===== config.mk =====
export PLATFORM = sky130hd
export DESIGN_NAME = window_fetcher
export DESIGN_NICKNAME = d
export VERILOG_FILES = /design/src/rtl/window_fetcher.sv
export SDC_FILE = /design/constraint.sdc
export NUM_CORES = 1
export LEC_CHECK = 0
export ABC_AREA = 1
export ABC_CLOCK_PERIOD_IN_PS = 6800
export CAP_MARGIN = 20
export CORE_MARGIN = 3
export CORE_UTILIZATION = 40
export CTS_CLUSTER_SIZE = 28
export DETAILED_ROUTE_END_ITERATION = 8
export PLACE_DENSITY_LB_ADDON = 0.1
export SLEW_MARGIN = 25
export SYNTH_ARGS = -nofsm -noshare
export SYNTH_HDL_FRONTEND = slang
export SYNTH_SLANG_ARGS = --single-unit

===== constraint.sdc =====
create_clock -name clk -period 6.8 [get_ports clk]
set_input_delay 0.68 -clock clk [delete_from_list [all_inputs] [get_ports clk]]
set_output_delay 0.68 -clock clk [all_outputs]
set_load 0.05 [all_outputs]

===== src/rtl/window_fetcher.sv =====
// window_fetcher: accepts one window origin per hop handshake, reads the
// SWEEP_X x SWEEP_Y sub-window out of the row-major image buffer and streams
// the pixels in raster order, with window-relative coordinates, downstream.
//
// Handshakes: a transfer happens in a cycle where valid && ready are both 1.
// A producer holds valid (and its payload) until that transfer; the consumer
// may change ready at any time. This applies to hop_* and pix_*.
//
// Reads and pixels in flight are bounded to two. A read is issued only when
// the FIFO entries plus the read in flight, less this cycle's pop, is below
// two, so returning data always has a free FIFO slot.
module window_fetcher #(
   parameter  int IMG_WIDTH  = 41,
   parameter  int IMG_HEIGHT = 50,
   parameter  int SWEEP_X    = 24,
   parameter  int SWEEP_Y    = 24,
   parameter  int PIX_W      = 8,
   localparam int W_X        = $clog2(IMG_WIDTH),
   localparam int W_Y        = $clog2(IMG_HEIGHT),
   localparam int ADDR_W     = $clog2(IMG_WIDTH * IMG_HEIGHT),
   localparam int WX_W       = $clog2(SWEEP_X),
   localparam int WY_W       = $clog2(SWEEP_Y)
) (
   input  logic              clk,
   input  logic              rst,
   input  logic              hop_valid,
   output logic              hop_ready,
   input  logic [W_X-1:0]    x_hop,
   input  logic [W_Y-1:0]    y_hop,
   output logic              mem_rd,
   output logic [ADDR_W-1:0] mem_addr,
   input  logic [PIX_W-1:0]  mem_data,
   output logic              pix_valid,
   input  logic              pix_ready,
   output logic [PIX_W-1:0]  pix_data,
   output logic [WX_W-1:0]   pix_x,
   output logic [WY_W-1:0]   pix_y,
   output logic              pix_last,
   output logic              busy,
   output logic [1:0]        state_dbg
);

   typedef enum logic [1:0] {IDLE = 2'd0, FETCH = 2'd1, DRAIN = 2'd2} state_t;

   localparam int                E_W      = PIX_W + WX_W + WY_W + 1;
   localparam logic [ADDR_W-1:0] IMG_W_A  = ADDR_W'(IMG_WIDTH);
   localparam logic [ADDR_W-1:0] ROW_STEP = ADDR_W'(IMG_WIDTH - SWEEP_X + 1);
   localparam logic [WX_W-1:0]   WX_LAST  = WX_W'(SWEEP_X - 1);
   localparam logic [WY_W-1:0]   WY_LAST  = WY_W'(SWEEP_Y - 1);

   state_t              state;
   logic [ADDR_W-1:0]   rd_addr;
   logic [WX_W-1:0]     wx;
   logic [WY_W-1:0]     wy;

   // tag of the read in flight, aligned with mem_data in the next cycle
   logic                rd_q;
   logic [WX_W-1:0]     rd_wx;
   logic [WY_W-1:0]     rd_wy;
   logic                rd_last;

   // two-entry FIFO, head always in slot0
   logic [E_W-1:0]      slot0, slot1;
   logic [1:0]          count;
   logic [1:0]          count_next;
   logic [1:0]          occ;
   logic                push, pop, issue, issue_last;
   logic                head_last;
   logic [E_W-1:0]      new_entry;

   // handshake, issue and FIFO bookkeeping
   always_comb begin
      hop_ready  = !rst && (state == IDLE);
      pix_valid  = !rst && (count != 2'd0);
      pop        = pix_valid && pix_ready;
      push       = rd_q;
      occ        = count + {1'b0, rd_q};
      issue      = !rst && (state == FETCH) &&
                   ((occ < 2'd2) || ((occ == 2'd2) && pop));
      issue_last = (wx == WX_LAST) && (wy == WY_LAST);
      count_next = count + {1'b0, push} - {1'b0, pop};
      new_entry  = {mem_data, rd_wx, rd_wy, rd_last};
   end

   assign mem_rd    = issue;
   assign mem_addr  = rd_addr;
   assign busy      = (state != IDLE);
   assign state_dbg = state;
   assign {pix_data, pix_x, pix_y, head_last} = slot0;
   assign pix_last  = pix_valid && head_last;

   // window FSM: origin latch, raster read walk, drain to idle
   always_ff @(posedge clk) begin
      if (rst) begin
         state   <= IDLE;
         rd_addr <= '0;
         wx      <= '0;
         wy      <= '0;
         rd_q    <= 1'b0;
         rd_wx   <= '0;
         rd_wy   <= '0;
         rd_last <= 1'b0;
      end else begin
         rd_q    <= issue;
         rd_wx   <= wx;
         rd_wy   <= wy;
         rd_last <= issue_last;
         case (state)
            IDLE: begin
               if (hop_valid) begin
                  rd_addr <= ADDR_W'(y_hop) * IMG_W_A + ADDR_W'(x_hop);
                  wx      <= '0;
                  wy      <= '0;
                  state   <= FETCH;
               end
            end
            FETCH: begin
               if (issue) begin
                  if (wx == WX_LAST) begin
                     wx      <= '0;
                     wy      <= wy + 1'b1;
                     rd_addr <= rd_addr + ROW_STEP;
                  end else begin
                     wx      <= wx + 1'b1;
                     rd_addr <= rd_addr + 1'b1;
                  end
                  if (issue_last) state <= DRAIN;
               end
            end
            DRAIN: begin
               if (!rd_q && (count_next == 2'd0)) state <= IDLE;
            end
            default: state <= IDLE;
         endcase
      end
   end

   // output FIFO: push returning read data, pop on pixel transfer
   always_ff @(posedge clk) begin
      if (rst) begin
         count <= 2'd0;
         slot0 <= '0;
         slot1 <= '0;
      end else begin
         count <= count_next;
         case ({push, pop})
            2'b10: begin
               if (count == 2'd0) slot0 <= new_entry;
               else               slot1 <= new_entry;
            end
            2'b01: slot0 <= slot1;
            2'b11: begin
               if (count == 2'd1) begin
                  slot0 <= new_entry;
               end else begin
                  slot0 <= slot1;
                  slot1 <= new_entry;
               end
            end
            default: ;
         endcase
      end
   end

`ifndef SYNTHESIS
   localparam logic [W_X-1:0] X_MAX = W_X'(IMG_WIDTH - SWEEP_X);
   localparam logic [W_Y-1:0] Y_MAX = W_Y'(IMG_HEIGHT - SWEEP_Y);

   // flag accepted origins whose window would leave the image
   always_ff @(posedge clk) begin
      if (hop_valid && hop_ready)
         assert ((x_hop <= X_MAX) && (y_hop <= Y_MAX))
            else $error("window origin out of range");
   end
`endif

endmodule

==> impl_metrics.ini <==
[outcome]
status = finished clean

[global_route]
grt_first_pass_wirelength_mm = 16.7
antenna_found_initial = 0
track_usage_pct = 16.0
first_global_vias = 3644
grt-ovfl-total = 0
grt_max_degree = 45

[synth]
synth_cell_types = 38
synth_compound_area_share_pct = 11.6
ys_ff_latch = 76
synth_top_family_by_area = simple AND/OR/NAND/NOR gates
synth_xor_area_share_pct = 0.957
syn_area_um2 = 4580
synth_edf_count = 0
synthArstFlopShare_pct = 0
synth-seq-area-share_pct = 33.3
syn_nets = 686
postSynthAreaPerCell_um2 = 7.42
ys_warn_count = 0
synthMuxAreaShare_pct = 4.16
synth-simple-area-share_pct = 26.6
ys.flop_type = dfxtp_1
synth_fa_ha_area_share_pct = 12.8
syn-instance-count = 617

[clocking]
post_cts_buffers = 0
htreeDepth = 3
cts_inserted_buffers = 9
clock_latency_ns = 0.33
cts_hold_buf = 0
cts_tree = done
cts.sinks = 76
cts.repair.resized = 0
cts_root_buffer = clkbuf_16
clockBufferDepth = 2
clk_pin_slew_ns = 0.06

[worst_setup_path]
arrival_ns = 3.68
reg2reg_setup_slack_ns = 4.94
path_max_fanout = 5
cp.required_ns = 7.02
path_class = in2reg
end_kind = register
critPathLaunchType = input pin

[sta]
clock_skew_ns = 0.00703
min_period_over_period_pct = 50.9
rsz0062_at_grt = false
hold_violations = 0
maxSlewHeadroom_pct = 61.2
finalSetupTns_ns = 0
max_freq_mhz = 289
setup_violations = 0
drv_slew = 0
period_minus_slack_ns = 3.46
worstMarginPinSlew_ns = 0.580

[power_and_ir_drop]
p_sw_uw = 501
pwr_density_cell_nw_per_um2 = 270
swShare_pct = 34.2
leakagePower_uw = 0.00248
power_frac_comb_pct = 30.8
pwr-share-seq_pct = 35.1
p_clk_share_pct = 34.1
vdd_ir_drop_max_mv = 0.143
internal-power_uw = 962

[worst_hold_path]
hold_class = reg2reg

[final_layout]
diodes = 0
drive_gt1_share_pct = 6.53
fill_cells = 1132
multi_input_area_um2 = 2570
area_growth_pct = 18.4
design_area_um2 = 5420
register_area_um2 = 1520
finalNetCount = 722

[floorplanning]
start_util_pct = 41.5
die_y_um = 113
dieArea_um2 = 12800
die_w_um = 113
coreArea_um2 = 11000
num_rows = 38
ios = 61

[detailed_routing]
drt_first_pass_iters = 4
wl_mm = 9.91
dr.first_iter.drc_count = 199
vias_per_cell = 4.92
vias = 3930
drc = 0
wl_per_cell_um = 12.4
ant_nets = 0

[placement]
post-dp-hpwl_mm = 7.25
numPortBuffers = 60
routabilityCongestion = 0.917
placed_cell_area_um2 = 5100

[flow_run]
cap_viol_max_count = 0
power groups by stage:
stage	Sequential, uW	Clock, uW	Combinational, uW
after floorplan	558	0	310
after global placement	522	0	451
after detailed placement	522	0	455
after CTS	513	516	457
after global routing	518	539	500
final	513	499	451
cells in the final DEF, fill, tap and decap left out:
master           count
nand2_1            119
nor2_1              81
dfxtp_1             76
clkdlybuf4s50_1     60
inv_1               55
o21ai_0             45
ha_1                42
a21oi_1             40
nand3_1             39
mux2i_1             19
clkbuf_16            9
nand4_1              7
o21ai_1              7
nand2_2              6
nor3_1               5
or2_2                5
nor3_2               4
xnor2_1              3
nand2_4              3
nand3b_1             3
fa_1                 3
clkinv_2             3
nor2_2               2
inv_2                2
o221ai_1             2
xor2_1               2
a31oi_1              2
bufinv_16            2
buf_4                2
nor2_4               1
nand3_2              1
clkinv_1             1
nor3b_1              1
a21oi_4              1
o21a_1               1
o31ai_1              1
o211ai_1             1
clkinv_4             1
clkinvlp_4           1
through the flow:
step	total power (uW)	hold slack, ns	utilization (%)	setup slack, ns	std cells
5_1_grt	1560	0.490	49.1	3.15	798
2_1_floorplan	869	0.432	-	3.64	617
3_3_place_gp	973	0.454	46.2	3.06	782
4_1_cts	1490	0.470	49.1	3.34	798
6_report	1460	0.465	49.1	3.34	798
3_5_place_dp	977	0.461	46.2	2.99	782
worst paths after layout:
path / from / end / cells after the start
max: y_hop[2] / mem_addr[8] / 14
min: wy[1] / rd_wy[1] / 2
max reg2reg: wx[0] / wy[0] / 6
min reg2reg: wy[1] / rd_wy[1] / 2
kinds of logic after synthesis:
group / after synthesis
compound gates: 100
simple gates: 277
flops: 76
buf+inv: 95
mux: 19
xor+xnor: 5
fa+ha+maj: 45
cell usage after synthesis (2+ instances only):
master / count / area (um2)
o221ai_1: 2 / 17.5
buf_6: 5 / 56.3
nor3_2: 4 / 40.0
xnor2_1: 3 / 26.3
nand3b_1: 3 / 22.5
clkbuf_1: 9 / 33.8
mux2i_1: 19 / 190
inv_1: 55 / 206
dfxtp_1: 76 / 1520
fa_1: 3 / 60.1
xor2_1: 2 / 17.5
nand2_4: 3 / 33.8
o21ai_1: 7 / 35.0
ha_1: 42 / 526
nand4_1: 7 / 43.8
nor3_1: 5 / 25.0
buf_2: 3 / 15.0
nand2_2: 5 / 31.3
a31oi_1: 2 / 12.5
buf_4: 18 / 135
nor2_2: 2 / 12.5
nand3_1: 39 / 195
o21ai_0: 45 / 225
inv_2: 2 / 7.51
nor2_1: 81 / 304
a21oi_1: 40 / 200
nand2_1: 120 / 450
or2_2: 5 / 31.3
routing by layer:
layer | global-route usage (%) | routed length, um | vias to the layer above
met5 | 0 | 0 | -
met4 | 6.33 | 121 | 0
met3 | 3.37 | 443 | 6
met2 | 26.0 | 4540 | 62
met1 | 20.7 | 4810 | 1773
li1 | - | - | 2089
state kept, by name (all words and copies together), names as in the netlist:
name and count:
slot0 19, slot1 19, mem_addr 12, rd_wx 5, rd_wy 5, wx 5, wy 5, count 2
state_dbg 2, push 1, rd_last 1
cell type report:
class	instances	area share (%)
well taps	140	3.23
clock inverters	7	1.69
repair buffers	62	11.4
clock buffers	9	4.16
flip-flops and latches	76	28.1
multi-input cells	446	47.4
inverters	58	4.02
worst max-delay path, stage by stage:
cell and delay, ns:
clkdlybuf4s50_1 0.54, ha_1 0.26, ha_1 0.27, ha_1 0.31
fa_1 0.46, ha_1 0.36, a21oi_1 0.28, nor2_1 0.07
nor2_1 0.12, nand3b_1 0.09, nand3_1 0.08, nand2_1 0.06
nand2_1 0.05, nand2_1 0.04
(Power assumes the default switching activity.)
